### config.mk
export PLATFORM = sky130hd
export DESIGN_NAME = ifetch_unit
export DESIGN_NICKNAME = d
export VERILOG_FILES = /design/src/rtl/ifetch_unit_pkg.sv /design/src/rtl/ifetch_unit_fetch_fifo.sv /design/src/rtl/ifetch_unit.sv
export SDC_FILE = /design/constraint.sdc
export NUM_CORES = 1
export LEC_CHECK = 0
export CAP_MARGIN = 20
export CORE_ASPECT_RATIO = 2
export CORE_UTILIZATION = 39
export CTS_BUF_LIST = sky130_fd_sc_hd__clkbuf_8
export CTS_CLUSTER_SIZE = 20
export DETAILED_ROUTE_END_ITERATION = 10
export PLACE_DENSITY = 0.67
export SLEW_MARGIN = 15
export SYNTH_ARGS = -nofsm -noshare
export SYNTH_HDL_FRONTEND = slang
export SYNTH_SLANG_ARGS = --single-unit
### constraint.sdc
create_clock -name Clk -period 5.9 [get_ports Clk]
set_input_delay 0.885 -clock Clk [delete_from_list [all_inputs] [get_ports Clk]]
set_output_delay 0.885 -clock Clk [all_outputs]
set_load 0.02 [all_outputs]
### src/rtl/ifetch_unit_pkg.sv
// Shared fetch-stage definitions: NOP encoding, fetch FSM state encoding and
// the default reset vector. The decode stage uses NOP for its bubbles too.
package ifetch_unit_pkg;

  localparam logic [31:0] NOP                  = 32'h0000_0000;
  localparam logic [31:0] DEFAULT_RESET_VECTOR = 32'h0000_0000;

  typedef enum logic [1:0] {
    IDLE = 2'd0,
    REQ  = 2'd1,
    DROP = 2'd2
  } fetch_state_e;

  function automatic logic [31:0] word_align(input logic [31:0] addr);
    return {addr[31:2], 2'b00};
  endfunction

  function automatic logic [31:0] sat_add(input logic [31:0] a, input logic [31:0] b);
    logic [32:0] sum;
    sum = {1'b0, a} + {1'b0, b};
    return sum[32] ? 32'hFFFF_FFFF : sum[31:0];
  endfunction

endpackage

### src/rtl/ifetch_unit_fetch_fifo.sv
// Prefetch buffer for {instr, nextpc} pairs. Flush wins over push; a push into
// a full buffer is accepted when the head is popped in the same cycle.
module fetch_fifo #(
  parameter int DEPTH = 2,
  parameter int WIDTH = 64
) (
  input  logic                       clk,
  input  logic                       rst_n,
  input  logic                       push,
  input  logic                       pop,
  input  logic                       flush,
  input  logic [WIDTH-1:0]           din,
  output logic [WIDTH-1:0]           head,
  output logic [$clog2(DEPTH+1)-1:0] count,
  output logic                       empty,
  output logic                       full
);

  localparam int PW = $clog2(DEPTH);
  localparam int CW = $clog2(DEPTH + 1);
  localparam logic [PW-1:0] LAST    = PW'(DEPTH - 1);
  localparam logic [CW-1:0] DEPTH_C = CW'(DEPTH);

  logic [WIDTH-1:0] mem [DEPTH];
  logic [PW-1:0]    rd_ptr;
  logic [PW-1:0]    wr_ptr;
  logic             do_push;
  logic             do_pop;

  function automatic logic [PW-1:0] advance(input logic [PW-1:0] ptr);
    return (ptr == LAST) ? '0 : ptr + PW'(1);
  endfunction

  assign empty   = (count == '0);
  assign full    = (count == DEPTH_C);
  assign do_pop  = pop && !empty;
  assign do_push = push && (!full || do_pop);
  assign head    = mem[rd_ptr];

  always_ff @(posedge clk or negedge rst_n) begin
    if (!rst_n) begin
      rd_ptr <= '0;
      wr_ptr <= '0;
      count  <= '0;
    end else if (flush) begin
      rd_ptr <= '0;
      wr_ptr <= '0;
      count  <= '0;
    end else begin
      if (do_push) wr_ptr <= advance(wr_ptr);
      if (do_pop)  rd_ptr <= advance(rd_ptr);
      if (do_push && !do_pop)      count <= count + CW'(1);
      else if (do_pop && !do_push) count <= count - CW'(1);
    end
  end

  // Storage holds data only, so it needs no reset
  always_ff @(posedge clk) begin
    if (do_push && !flush) mem[wr_ptr] <= din;
  end

endmodule

### src/rtl/ifetch_unit.sv
// Instruction fetch stage: one outstanding req/ack memory fetch feeding a small
// prefetch FIFO. Define IFETCH_PERF_EN to add the FetchCount/FlushCount ports.
module ifetch_unit
  import ifetch_unit_pkg::*;
#(
  parameter logic [31:0] RESET_VECTOR = DEFAULT_RESET_VECTOR,
  parameter int          FIFO_DEPTH   = 2
) (
  input  logic        Clk,
  input  logic        ResetN,
  input  logic        Stall,
  input  logic        UnconditionalBranch,
  input  logic [31:0] UnconditionalBranchTarget,
  input  logic        BranchTaken,
  input  logic [31:0] BranchTarget,
  output logic        IMemReq,
  output logic [31:0] IMemAddr,
  input  logic        IMemAck,
  input  logic [31:0] IMemData,
  output logic [31:0] Instruction,
  output logic [31:0] NextPCOut,
  output logic        InstValid
`ifdef IFETCH_PERF_EN
  ,
  output logic [31:0] FetchCount,
  output logic [31:0] FlushCount
`endif
);

  localparam int          CW       = $clog2(FIFO_DEPTH + 1);
  localparam logic [31:0] RESET_PC = {RESET_VECTOR[31:2], 2'b00};

  fetch_state_e  state, state_next;
  logic [31:0]   pc, pc_next;
  logic [31:0]   addr, addr_next;
  logic [31:0]   pc_plus4;
  logic          push;
  logic          drop_word;
  logic          pop_head;
  logic          jump_take;
  logic          redirect;
  logic [31:0]   redirect_pc;
  logic [63:0]   fifo_head;
  logic [CW-1:0] fifo_count;
  logic          fifo_empty;
  logic          fifo_full;

  assign pc_plus4    = pc + 32'd4;
  assign pop_head    = !fifo_empty && !Stall;
  assign jump_take   = UnconditionalBranch && pop_head && !BranchTaken;
  assign redirect    = BranchTaken || jump_take;
  assign redirect_pc = BranchTaken ? word_align(BranchTarget)
                                   : word_align(UnconditionalBranchTarget);

  fetch_fifo #(
    .DEPTH(FIFO_DEPTH),
    .WIDTH(64)
  ) u_fifo (
    .clk  (Clk),
    .rst_n(ResetN),
    .push (push),
    .pop  (pop_head),
    .flush(redirect),
    .din  ({IMemData, pc_plus4}),
    .head (fifo_head),
    .count(fifo_count),
    .empty(fifo_empty),
    .full (fifo_full)
  );

  assign Instruction = fifo_empty ? NOP : fifo_head[63:32];
  assign NextPCOut   = fifo_empty ? 32'h0 : fifo_head[31:0];
  assign InstValid   = !fifo_empty;
  assign IMemReq     = (state != IDLE);
  assign IMemAddr    = addr;

  always_ff @(posedge Clk or negedge ResetN) begin
    if (!ResetN) begin
      state <= IDLE;
      pc    <= RESET_PC;
      addr  <= RESET_PC;
    end else begin
      state <= state_next;
      pc    <= pc_next;
      addr  <= addr_next;
    end
  end

  // A request, once raised, is never withdrawn; a redirect only decides whether its data is kept
  always_comb begin
    state_next = state;
    pc_next    = pc;
    addr_next  = addr;
    push       = 1'b0;
    drop_word  = 1'b0;
    case (state)
      IDLE: begin
        if (!redirect && !fifo_full) begin
          state_next = REQ;
          addr_next  = pc;
        end
      end
      REQ: begin
        if (IMemAck) begin
          state_next = IDLE;
          if (redirect) begin
            drop_word = 1'b1;
          end else begin
            push    = 1'b1;
            pc_next = pc_plus4;
          end
        end else if (redirect) begin
          state_next = DROP;
        end
      end
      DROP: begin
        if (IMemAck) begin
          state_next = IDLE;
          drop_word  = 1'b1;
        end
      end
      default: state_next = IDLE;
    endcase
    if (redirect) pc_next = redirect_pc;
  end

`ifdef IFETCH_PERF_EN
  logic [31:0] flushed;

  // A head popped in the redirect cycle was delivered, so it is not counted as flushed
  always_comb begin
    flushed = 32'd0;
    if (redirect)  flushed = 32'(fifo_count) - 32'(pop_head);
    if (drop_word) flushed = flushed + 32'd1;
  end

  always_ff @(posedge Clk or negedge ResetN) begin
    if (!ResetN) begin
      FetchCount <= 32'd0;
      FlushCount <= 32'd0;
    end else begin
      FetchCount <= sat_add(FetchCount, {31'd0, push});
      FlushCount <= sat_add(FlushCount, flushed);
    end
  end
`else
  logic unused_perf;
  assign unused_perf = ^{fifo_count, drop_word};
`endif

endmodule
Yosys cells after proc, flatten, opt, wreduce, memory -nomap -nowiden
Memories as Yosys holds them, arrays and structs flattened.
Index checks and enable logic that the tools add are counted.
Widths: inputs -> output; s select.

storage, ports and cells
  flip-flop bits (word level) = 70
  RAM bits = 128
  input bits = 102
  output and inout bits = 98
  logic and storage cells = 72
  memories kept = 1

memory list
  memory      words  bits a word  rd ports  clocked after memory_dff  write ports  RTL line                      source
  u_fifo.mem  2      64           1         0                         1            ifetch_unit_fetch_fifo.sv:24  logic [WIDTH-1:0] mem [DEPTH];

operators by class
  add/sub/neg operators = 5
  equality and inequality tests = 6
  mux-type cells = 25
  reductions and logical operators = 29

operators by type and width
  cell                   count
  $mux 32                6
  $add 32x3->32 const B  1
  $mux 2                 7
  $mux 1                 11
  $reduce_bool 2->1      5
  $logic_and 1x1->1      9
  $logic_not 1->1        7
  $pmux 2 s3             1
  $eq 2x2->1 const B     2
  $logic_not 2->1        2
  $ne 2x2->1 const B     2
  $reduce_and 2->1       2
  $ne 3x2->1 const B     1
  $reduce_and 3->1       1
  $reduce_bool 3->1      1
  $add 1x1->1 const B    2
  $add 2x1->2 const B    1
  $eq 2x1->1 const B     1
  $logic_or 1x1->1       2
  $sub 2x1->2 const B    1

Logic depth before layout (Yosys ltp)
  depth in word-level cells = 15
  gate-level depth with buffers = 7
  depth with buffers taken out = 6

Modules after synthesis
Synthesis repeated with hierarchy kept, for this count alone.

second synthesis, totals
  cell total of the unflattened synthesis = 683
  area total of the unflattened synthesis = 9183.8 um^2

modules (own cells, without submodules)
  module       times used  cells an instance  area an instance (um^2)  seq. area each (um^2)
  fetch_fifo   1           224                5064.9                   3943.8
  ifetch_unit  1           459                4119.0                   1551.5

Least setup slack after synthesis
No wires, ideal clock.

  path type = input to register
  start = input port IMemAck
  end = memory u_fifo.mem[0][10] (enable)
  library setup time = 0.558 ns
  arrival time = 5.816 ns
  data required time = 5.342 ns
  setup slack = -0.474 ns
  cell stages on the path = 5
  buffers on the path = 2
  path through = and3b_1 -> clkbuf_1 -> buf_2 -> nand2_1 -> nor3_1

on the way
  word-level cells in the longest chain between the ends = 6

RTL lines
  what                          RTL line                      source
  start: declaration            ifetch_unit.sv:18             input logic IMemAck,
  $mux 1                        ifetch_unit.sv:104            if (IMemAck) begin
  $mux 1                        ifetch_unit.sv:96             case (state)
  $logic_and 1x1->1             ifetch_unit_fetch_fifo.sv:37  assign do_push = push && (!full || do_pop);
  $logic_and 1x1->1             ifetch_unit_fetch_fifo.sv:59  if (do_push && !flush) mem[wr_ptr] <= din;
  $mux 1                        ifetch_unit_fetch_fifo.sv:59
  $mux 1 (implied by the code)  ifetch_unit_fetch_fifo.sv:59
  end: declaration              ifetch_unit_fetch_fifo.sv:24

Every way passes these cells.

Final worst setup path
  start = input port Stall
  end = register addr[3] (netlist: IMemAddr[3])

on the way
  word-level cells in the longest chain between the ends = 8

RTL lines
  what                               RTL line           source
  start: declaration                 ifetch_unit.sv:11  input logic Stall,
  $logic_not 1->1                    ifetch_unit.sv:49  assign pop_head = !fifo_empty && !Stall;
  $logic_and 1x1->1                  ifetch_unit.sv:49
  $logic_and 1x1->1 (2 in series)    ifetch_unit.sv:50  assign jump_take = UnconditionalBranch && pop_head && !BranchTaken;
  $logic_or 1x1->1                   ifetch_unit.sv:51  assign redirect = BranchTaken || jump_take;
  $logic_not 1->1                    ifetch_unit.sv:98  if (!redirect && !fifo_full) begin
  $logic_and 1x1->1                  ifetch_unit.sv:98
  $reduce_and 2->1 (no source line)  -
  end signal: assignment             ifetch_unit.sv:85  addr <= addr_next;
  end: declaration                   ifetch_unit.sv:35  logic [31:0] addr, addr_next;

Every way passes these cells.
A chain may end at the register's enable or synchronous reset.

==> impl_metrics.tcl <==
set metrics [dict create \
    status "finished clean" \
    numCtsBuffers 17 \
    synth_compound_area_share_pct 4.48 \
    grt_usage_pct 18.8 \
    cts.repair.resized 0 \
    rsz0062_at_grt "false" \
    postSynth.asyncResetShare_pct 34.7 \
    finalCritPeriodShare_pct 64.9 \
    avgSynthCellArea_um2 12.7 \
    yosysWarnings 0 \
    design_area_um2 11200 \
    finClkSkew_ns 0.0126 \
    worst_slew_pin_slew_ns 0.785 \
    drt_iter0_drc 285 \
    yosysUniqueCellTypes 53 \
    r2r_slack_ns 2.55 \
    vias 5795 \
    ys_ff_latch 190 \
    nets 957 \
    wl_um 20500 \
    total_power_mw 3.36 \
    relSlewSlack_pct 47.5 \
    dp_hpwl_um 14700 \
    n_fill_cell 1931 \
    rr_startpoint "u_fifo.count[1]" \
    p_leak_nw 3.83 \
    rr_endpoint "IMemAddr[3]" \
    grt_max_degree 64 \
    synth_edf_count 124 \
    grt_pass1_vias 5633 \
    area_delta_synth_final_pct 29.3 \
    fin_ws_ns 2.07 \
    synth_mux_area_share_pct 11.9 \
    drv_cap 0 \
    path_max_fanout 19 \
    max_freq_mhz 261 \
    setup_violations 0 \
    drc 0 \
    die_h_um 213 \
    post_synth_instance_area_um2 8660 \
    cts_tree "done" \
    pre_cts_ws_ns 1.50 \
    crit_required_ns 6.26 \
    reg2regPathDepth 6 \
    placement.cell_area_um2 10800 \
    yosysSeqAreaShare_pct 62.1 \
    hold_viol 0 \
    path_clk_slew_ns 0.10 \
    pwr_density_cell_nw_per_um2 300 \
    synth_ff_type "edfxtp_1" \
    synth_xor_area_share_pct 5.26 \
    max-vdd-ir-drop_mv 0.130 \
    htreeDepth 4 \
    portBuffers 191 \
    drtAntennaViolNets 0 \
    cts_setup_buffers 0 \
    cp_cell_sequence "clkdlybuf4s50_1 -> o21ba_2 -> nand2_1 -> nand2b_1 -> nor3_4 -> buf_4 -> mux2_2" \
    grt-ovfl-total 0 \
    max_stage_delay_ns 0.73 \
    cts_hold_buf 0 \
    slew_violations 0 \
    die-area_um2 22800 \
    drive_gt1_share_pct 10.6 \
    cts_sinks 190 \
    yosys.area_share.simple_pct 13.1 \
    rows 76 \
    synth_top_family_by_area "simple AND/OR/NAND/NOR gates" \
    worstSetupStartpointType "input port" \
    die_w_um 107 \
    arrival_ns 4.19 \
    crit_type "in2reg" \
    gp_congestion 0.822 \
    wl_per_cell_um 18.0 \
    min_period_ns 3.83 \
    core_area_um2 21700 \
    synth_fa_ha_area_share_pct 0.144 \
    cts_buffer_depth 2 \
    worstSkewPairLatency_ns 0.48 \
    ioPinCount 200 \
    firstDrtPassIters 5 \
    hp-class "in2async" \
    setup.worst_path.end_class "flop" \
    cts_root_buf "clkbuf_8" \
    syn_inst 684 \
    grt_pass1_wl_um 31200 \
    vias_per_cell 5.08 \
    initial_utilization_pct 40.0 \
    antenna_found_initial 1 \
    critPathSlowestCell "nor3_4" \
]
-- sequential cells by signal (all words and copies together) (netlist names) --
signal and cells:
u_fifo.rd_ptr 1, state 2, u_fifo.count 2, IMemAddr 30
u_fifo.wr_ptr 1, pc 30, u_fifo.mem 124
-- per-layer routing --
layer  share of wire, %  global-route usage, %  wire (µm)  vias up
met2                 57                   35.4      11700      184
li1                   -                      -          -     2788
met1                 35                   19.5       7260     2795
met5                  0                      0          0        -
met4                3.0                   9.49        618        0
met3                4.7                   3.30        954       28
-- cell type report --
type | instances | area (µm²) | area share (%)
inverter | 8 | 30.0 | 0.268
timing repair buffer | 199 | 2010 | 17.9
clock buffer | 20 | 275 | 2.46
multi-input combinational | 438 | 3060 | 27.3
tap | 273 | 342 | 3.05
clock inverter | 12 | 110 | 0.983
antenna | 1 | 2.50 | 0.0223
sequential | 190 | 5380 | 48.0
-- per-stage QoR --
stage	utilization, %	std cells	setup TNS [ns]	hold slack, ns
3_3_place_gp	49.8	1107	0	0.493
2_1_floorplan	-	687	-58.78	0.526
6_report	51.7	1141	0	0.472
5_1_grt	51.7	1141	0	0.503
3_5_place_dp	49.8	1107	0	0.495
4_1_cts	51.5	1139	0	0.473
-- layout by cell type, fill, tap and decap left out, types with 6 or more instances in the layout --
| cell | n |
|---|---|
| dfrtp_1 | 65 |
| a211oi_1 | 8 |
| nor2_1 | 98 |
| mux2i_1 | 69 |
| nand4_1 | 14 |
| a221oi_1 | 7 |
| o31ai_1 | 6 |
| edfxtp_1 | 124 |
| clkdlybuf4s50_1 | 189 |
| a21oi_1 | 8 |
| nor2b_1 | 12 |
| nor3_1 | 14 |
| clkbuf_8 | 20 |
| xnor2_1 | 33 |
| nand3_1 | 11 |
| xor2_1 | 19 |
| inv_1 | 8 |
| mux2_2 | 30 |
| nand2_1 | 50 |
-- worst max-delay path by stage --
stage / start / end / depth (start not counted)
finish: Stall / IMemAddr[3] / 7
global route: Stall / IMemAddr[15] / 7
CTS: Stall / IMemAddr[4] / 7
detailed placement: Stall / IMemAddr[20] / 7
global placement: Stall / IMemAddr[16] / 7
floorplan: IMemAck / u_fifo.mem[0][10] / 5
-- report_power, final --
group	leakage [nW]	total [mW]	switching (mW)	internal (mW)
Clock	0.197	0.821	0.452	0.369
Sequential	1.90	1.69	0.120	1.57
Combinational	1.73	0.851	0.427	0.424
-- cell usage after synthesis, types with 9 or more instances --
cell,count,area [µm²]
clkbuf_1,26,97.6
nand4_1,14,87.6
dfrtp_1,66,1650
nor3_1,16,80.1
nand3_1,11,55.1
nor2_1,99,372
mux2i_1,69,691
nand2_1,50,188
a21oi_1,9,45.0
xnor2_1,33,289
mux2_2,30,338
xor2_1,19,166
buf_2,13,65.1
edfxtp_1,124,3720
nor2b_1,12,75.1
-- cell families (layout without fill, tap and decap cells) --
group | count (synthesis) | count (layout)
AO/OA/AOI/OAI | 52 | 52
multiplexers | 99 | 99
AND/OR/NAND/NOR | 230 | 230
other | 1 | 5
flip-flops | 190 | 190
buffers and inverters | 59 | 239
XOR/XNOR | 52 | 52
adder cells (fa/ha/maj) | 1 | 1
-- critical path, delay by kind of cell --
family / cells / cell delay (ns)
simple gates: 3 / 1.68
buf+inv: 2 / 1.00
mux: 1 / 0.37
compound gates: 1 / 0.23
Note: power is estimated with default switching activity, not from simulation.
